File: src/rtl/uart_pkg.sv
// Shared definitions for the UART receive path: FSM state encoding and
// baud-setup limits.
package uart_pkg;

    localparam int DEF_SETUP_W = 24;
    localparam int MIN_SETUP   = 16;

    typedef enum logic [2:0] {
        ST_IDLE  = 3'd0,
        ST_START = 3'd1,
        ST_DATA  = 3'd2,
        ST_STOP  = 3'd3,
        ST_BREAK = 3'd4
    } rx_state_t;

endpackage

File: src/rtl/uart_bit_sync.sv
// Multi-flop synchronizer for a single asynchronous bit; flops reset to
// RESET_VAL so an idle-high line looks idle straight out of reset.
module uart_bit_sync #(
    parameter int   SYNC_STAGES = 2,
    parameter logic RESET_VAL   = 1'b1
) (
    input  logic i_clk,
    input  logic i_reset_n,
    input  logic i_d,
    output logic o_q
);

    logic [SYNC_STAGES-1:0] sync_q;

    always_ff @(posedge i_clk or negedge i_reset_n) begin
        if (!i_reset_n) begin
            sync_q <= {SYNC_STAGES{RESET_VAL}};
        end else begin
            sync_q <= {sync_q[SYNC_STAGES-2:0], i_d};
        end
    end

    assign o_q = sync_q[SYNC_STAGES-1];

endmodule

File: src/rtl/uart_rx_frontend.sv
// 8N1 UART receiver: mid-bit sampling with one baud down-counter, start-glitch
// rejection, frame-error flag and break detection.
module uart_rx_frontend
    import uart_pkg::*;
#(
    parameter int SETUP_W     = DEF_SETUP_W,
    parameter int SYNC_STAGES = 2
) (
    input  logic               i_clk,
    input  logic               i_reset_n,
    input  logic [SETUP_W-1:0] i_setup,
    input  logic               i_uart_rx,
    output logic               o_wr,
    output logic [7:0]         o_data,
    output logic               o_frame_err,
    output logic               o_break
);

    rx_state_t          state_q;
    logic [SETUP_W-1:0] cnt_q;
    logic [SETUP_W-1:0] baud_q;
    logic [2:0]         bit_idx_q;
    logic [7:0]         shift_q;
    logic               line;
    logic [SETUP_W-1:0] setup_c;

    function automatic logic [SETUP_W-1:0] clamp_setup(input logic [SETUP_W-1:0] s);
        if (s < SETUP_W'(MIN_SETUP)) begin
            return SETUP_W'(MIN_SETUP);
        end
        return s;
    endfunction

    function automatic logic [SETUP_W-1:0] half_bit(input logic [SETUP_W-1:0] b);
        return (b >> 1) - SETUP_W'(1);
    endfunction

    uart_bit_sync #(
        .SYNC_STAGES (SYNC_STAGES),
        .RESET_VAL   (1'b1)
    ) u_sync (
        .i_clk     (i_clk),
        .i_reset_n (i_reset_n),
        .i_d       (i_uart_rx),
        .o_q       (line)
    );

    assign setup_c = clamp_setup(i_setup);

    always_ff @(posedge i_clk or negedge i_reset_n) begin
        if (!i_reset_n) begin
            state_q     <= ST_IDLE;
            cnt_q       <= '0;
            bit_idx_q   <= '0;
            o_wr        <= 1'b0;
            o_data      <= '0;
            o_frame_err <= 1'b0;
            o_break     <= 1'b0;
        end else begin
            o_wr        <= 1'b0;
            o_frame_err <= 1'b0;
            case (state_q)
                ST_IDLE: begin
                    if (!line) begin
                        state_q <= ST_START;
                        cnt_q   <= half_bit(setup_c);
                    end
                end
                ST_START: begin
                    if (cnt_q != '0) begin
                        cnt_q <= cnt_q - SETUP_W'(1);
                    end else if (!line) begin
                        state_q   <= ST_DATA;
                        cnt_q     <= baud_q - SETUP_W'(1);
                        bit_idx_q <= '0;
                    end else begin
                        // Line went back high before mid-start: treat as a glitch.
                        state_q <= ST_IDLE;
                    end
                end
                ST_DATA: begin
                    if (cnt_q != '0) begin
                        cnt_q <= cnt_q - SETUP_W'(1);
                    end else begin
                        cnt_q     <= baud_q - SETUP_W'(1);
                        bit_idx_q <= bit_idx_q + 3'd1;
                        if (bit_idx_q == 3'd7) begin
                            state_q <= ST_STOP;
                        end
                    end
                end
                ST_STOP: begin
                    if (cnt_q != '0) begin
                        cnt_q <= cnt_q - SETUP_W'(1);
                    end else begin
                        o_data      <= shift_q;
                        o_wr        <= 1'b1;
                        o_frame_err <= ~line;
                        if (line) begin
                            state_q <= ST_IDLE;
                        end else begin
                            // Only an all-zero frame with a zero stop bit is a true break.
                            state_q <= ST_BREAK;
                            o_break <= (shift_q == 8'h00);
                        end
                    end
                end
                ST_BREAK: begin
                    if (line) begin
                        state_q <= ST_IDLE;
                        o_break <= 1'b0;
                    end
                end
                default: state_q <= ST_IDLE;
            endcase
        end
    end

    // Datapath registers: baud latched at frame start, LSB-first shift at each data mid-bit.
    always_ff @(posedge i_clk) begin
        if (state_q == ST_IDLE && !line) begin
            baud_q <= setup_c;
        end
        if (state_q == ST_DATA && cnt_q == '0) begin
            shift_q <= {line, shift_q[7:1]};
        end
    end

endmodule

File: config.mk
export PLATFORM = sky130hd
export DESIGN_NAME = uart_rx_frontend
export DESIGN_NICKNAME = d
export VERILOG_FILES = /design/src/rtl/uart_pkg.sv /design/src/rtl/uart_bit_sync.sv /design/src/rtl/uart_rx_frontend.sv
export SDC_FILE = /design/constraint.sdc
export NUM_CORES = 1
export LEC_CHECK = 0
export ABC_AREA = 1
export BUFFER_PORTS_ARGS = -buffer_cell sky130_fd_sc_hd__buf_2
export CAP_MARGIN = 30
export CORE_MARGIN = 3
export CORE_UTILIZATION = 40
export DETAILED_ROUTE_END_ITERATION = 7
export RECOVER_POWER = 100
export SETUP_SLACK_MARGIN = 0.05
export SLEW_MARGIN = 5
export SYNTH_ARGS = -nofsm -noshare
export SYNTH_HDL_FRONTEND = slang
export SYNTH_HIERARCHICAL = 1
export SYNTH_SLANG_ARGS = --single-unit
export TNS_END_PERCENT = 30
File: constraint.sdc
create_clock -name i_clk -period 4.2 [get_ports i_clk]
set_input_delay 0.21 -clock i_clk [delete_from_list [all_inputs] [get_ports i_clk]]
set_output_delay 0.21 -clock i_clk [all_outputs]
set_load 0.03 [all_outputs]
==> impl_summary.log <==
[metrics] status: finished with violations
[metrics] violations in the final reports: max-capacitance violations, max-slew violations
[metrics] Sequential Power Share: 0.338
[metrics] minimum setup slack among reg-to-reg paths: 970 ps
[metrics] Worst R2R Path Depth: 13
[metrics] highest net fanout along the worst path: 26
[metrics] library cell occupying the most area in the post-synthesis netlist: sky130_fd_sc_hd__dfrtp_1
[metrics] weighted congestion reported at the end of routability-driven placement: 0.962
[metrics] final-report hold violation count: 0
[metrics] slew at the pin with the worst max-slew slack: 1940 ps
[metrics] Max transition margin: -0.290
[metrics] count of buffers inserted at the top-level ports: 37
[metrics] ordered list of cells on the worst path: inv_1 > ha_1 > nand2_1 > nor2_1 > nand2_4 > nor2_1 > nand2_1 > clkinvlp_2 > nand3b_4 > nand2_8 > inv_6 > o21ai_0 > o21ai_2
[metrics] number of enable flip-flop cells after synthesis: 32
[metrics] # hold bufs at CTS: 2
[metrics] sequential fraction of the synthesis area: 0.383
[metrics] detailed-placement wirelength estimate: 12.8 mm
[metrics] buffer count from post-CTS setup fixing: 0
[metrics] clock buffers created by TritonCTS: 9
[metrics] H-tree lvl count: 3
[metrics] fraction of final layout cells with drive strength greater than 1: 0.0573
[metrics] Sw Ratio: 0.450
[metrics] overall die width: 121 µm
[metrics] compound-gate portion of the synthesized area: 0.0821
[metrics] Maximum Capacitance Violations: 1
[metrics] Synth Warn #: 6
[metrics] cell family with the largest share of critical-path delay: simple AND/OR/NAND/NOR gates
[metrics] per-cell routed wire length: 17.1 µm
[metrics] end point of the critical path: cnt_q[0]
[metrics] top cells by area, synth: sky130_fd_sc_hd__dfrtp_1 19%, sky130_fd_sc_hd__edfxtp_1 18%, sky130_fd_sc_hd__nand2_1 15%, sky130_fd_sc_hd__nor2_1 11%, sky130_fd_sc_hd__nand3_1 5.6%
[metrics] DRC violations left: 0
[metrics] Crit path depth: 13
[metrics] all-layer global routing usage: 0.228
[metrics] switching power of the nets: 0.00158 W
[metrics] CTS tree: yes
[metrics] initial core utilization: 0.415
[metrics] class of the worst hold path: input port to flip-flop
[metrics] WP data required: 4430 ps
[metrics] Max clock buf depth: 2
[metrics] Die Span Y: 121 µm
[metrics] Max Clock Freq: 309 MHz
[metrics] post-synth cell types: 48
[metrics] clk_lat worst skew: 350 ps
[metrics] sum of routed wire length over all layers: 16.4 mm
[metrics] multiplexer fraction of the synthesized cell area: 0
[metrics] most frequent cells after synthesis: 213 x sky130_fd_sc_hd__nand2_1, 149 x sky130_fd_sc_hd__nor2_1, 60 x sky130_fd_sc_hd__nand3_1
[metrics] total number of clock tree sinks: 75
[metrics] register bit total from synthesis: 75
[metrics] most common cell in the netlist: sky130_fd_sc_hd__nand2_1
[metrics] Setup Skew: 5.42 ps
[metrics] post-synthesis average cell area: 7.02 µm²
[metrics] site row count: 41
[metrics] start of the worst register-to-register path: cnt_q[0]
[metrics] post-synth top area share: 0.193
[metrics] count of buffer and inverter cells on the critical path: 3
[metrics] minimum period implied by the final worst setup slack: 3230 ps
[metrics] number of vias in the routed layout: 5057
[metrics] post-synthesis instance total: 758
[metrics] slowest CP cell: sky130_fd_sc_hd__dfrtp_1
[metrics] vias in the first global route: 4733
[metrics] part of the power in the clock network: 0.225
[metrics] r2r endpoint: cnt_q[0]
[metrics] launching element type of the critical path: flip-flop
[metrics] endpoint arrival time on the critical path: 3470 ps
[metrics] Comb power frac: 0.437
[metrics] antenna violations before repair: 0
[metrics] simple-gate area share of the yosys netlist: 0.391
[metrics] Core Box Area: 12800 µm²
[metrics] Synth Area in XOR/XNOR: 0.0543
[metrics] fin. max-slew vios: 36
[metrics] Die ar.: 14700 µm²
[metrics] post-detailed-route via-to-cell ratio: 5.28
[metrics] antenna-violating nets left: 0
[metrics] number of DRC markers in iteration 0: 367
[metrics] dominant register cell in the synthesized netlist: sky130_fd_sc_hd__dfrtp_1
[metrics] number of iterations in the first detailed-routing pass: 5
[metrics] leakage dissipation: 2.55 nW
[metrics] Diodes inserted: 0
[metrics] clock input transition at the sequential cells of the worst setup and hold paths: 60 ps
[metrics] layout overhead on the synthesized area: 8.68%
[metrics] main combinational cell family by area after synthesis: simple AND/OR/NAND/NOR gates
[metrics] number of endpoints failing setup at the final stage: 0
[metrics] synthesized area: 5320 µm²
[metrics] synthesized net count: 790
[metrics] critical path launch point: cnt_q[0]
[metrics] largest net degree at the start of global routing: 36
[metrics] setup_tns: 0 ps
[metrics] post-synthesis adder-cell area fraction: 0.0118
[metrics] IR Drop Worst-Case VDD: 261 µV
[metrics] ratio of final minimum period to clock period: 0.770
[metrics] type of the worst setup path: flip-flop to flip-flop
[metrics] Clk Tree Root Cell: sky130_fd_sc_hd__clkbuf_16
[metrics] GR Overflow Total: 0
[metrics] largest incremental delay on the critical path: 410 ps
[metrics] layout net count: 812
[metrics] quantity of gates resized following cts: 0
[metrics] global-route wire length before repair: 25.6 mm
[metrics] Pwr Density: 608 nW/µm²
[metrics] unrepaired setup endpoints after global routing: false
[metrics] sort of element at the end of the critical path: flip-flop
[metrics] Power Internal: 0.00193 W
[metrics] Top Ports: 38
[metrics] async set-reset flop share out of synthesis: 0.573
[metrics] sum of internal, switching and leakage power: 0.00352 W
[cell families (layout without fill, tap and decap cells)]
kind of cell / Yosys count / count (layout)
adders and majority gates: 5 / 5
and+or+nand+nor: 476 / 476
xor gates and xnor gates: 33 / 33
DFF: 75 / 75
AOI/OAI and AO/OA: 71 / 71
buffers and inverters: 98 / 125
[cell usage in the layout (no fill, tap or decap), types with 19 or more instances in the layout]
cell type	netlist	final
sky130_fd_sc_hd__nand2_1	213	215
sky130_fd_sc_hd__xor2_1	19	19
sky130_fd_sc_hd__a21oi_1	22	22
sky130_fd_sc_hd__dfrtp_1	41	41
sky130_fd_sc_hd__edfxtp_1	32	32
sky130_fd_sc_hd__nand3_1	60	61
sky130_fd_sc_hd__clkbuf_1	23	35
sky130_fd_sc_hd__nor2_1	149	159
sky130_fd_sc_hd__inv_1	58	60
sky130_fd_sc_hd__o21ai_0	20	25
[final cells by class]
cell class,instances,area (µm²)
fill,1366,7040
multi-input combinational,585,2790
sequential,75,2040
inverter,67,258
clock buffer,12,246
tap,172,215
timing repair buffer,42,181
clock inverter,4,48.8
[worst min path at each step]
| stage | to | depth (start not counted) | startpoint | slack (ps) |
|---|---|---|---|---|
| 6_report | baud_q[0] | 3 | i_setup[0] | 130 |
| 5_1_grt | baud_q[0] | 3 | i_setup[0] | 160 |
| 4_1_cts | baud_q[5] | 1 | i_setup[5] | 80 |
| 3_5_place_dp | cnt_q[5] | 1 | i_reset_n | 90 |
| 3_3_place_gp | u_sync/sync_q[0] | 1 | i_uart_rx | 320 |
| 2_1_floorplan | bit_idx_q[0] | 0 | i_reset_n | -90 |
[layer usage]
metal / up-vias / track usage / part of all wire
met2: 172 / 0.370 / 0.47
met1: 2374 / 0.309 / 0.45
li1: 2486 / - / -
met5: - / 0 / 0
met3: 25 / 0.0317 / 0.057
met4: 0 / 0.0861 / 0.024
[worst min-delay path, cell delays in order]
cell	delay, ps
sky130_fd_sc_hd__buf_2	70
sky130_fd_sc_hd__nand2_1	50
sky130_fd_sc_hd__inv_1	40
[per-stage QoR]
stage	instances	setup slack (ps)	util	hold slack [ps]	area, µm²
2_1_floorplan	758	2050	-	-85.6	5320
3_3_place_gp	938	1220	0.436	318	5590
3_5_place_dp	939	1230	0.437	92.4	5610
4_1_cts	957	1580	0.462	78.4	5920
5_1_grt	957	682	0.451	158	5780
6_report	957	967	0.451	129	5780
[flip-flops by register name, indices dropped and copies added, names as in the netlist]
signal,count
state_q,3
baud_q,24
u_sync/sync_q,2
o_break,1
o_frame_err,1
shift_q,8
o_wr,1
o_data,8
bit_idx_q,3
cnt_q,24
[power by group through the flow]
stage	sequential, W	clock (W)	combinational [W]
floorplan	0.00112	0	0.00122
global placement	0.00120	0	0.00156
detailed placement	0.00119	0	0.00158
CTS	0.00118	0.000797	0.00159
global route	0.00121	0.000829	0.00172
finish	0.00119	0.000793	0.00154
Power figures use the tool's default switching activity.
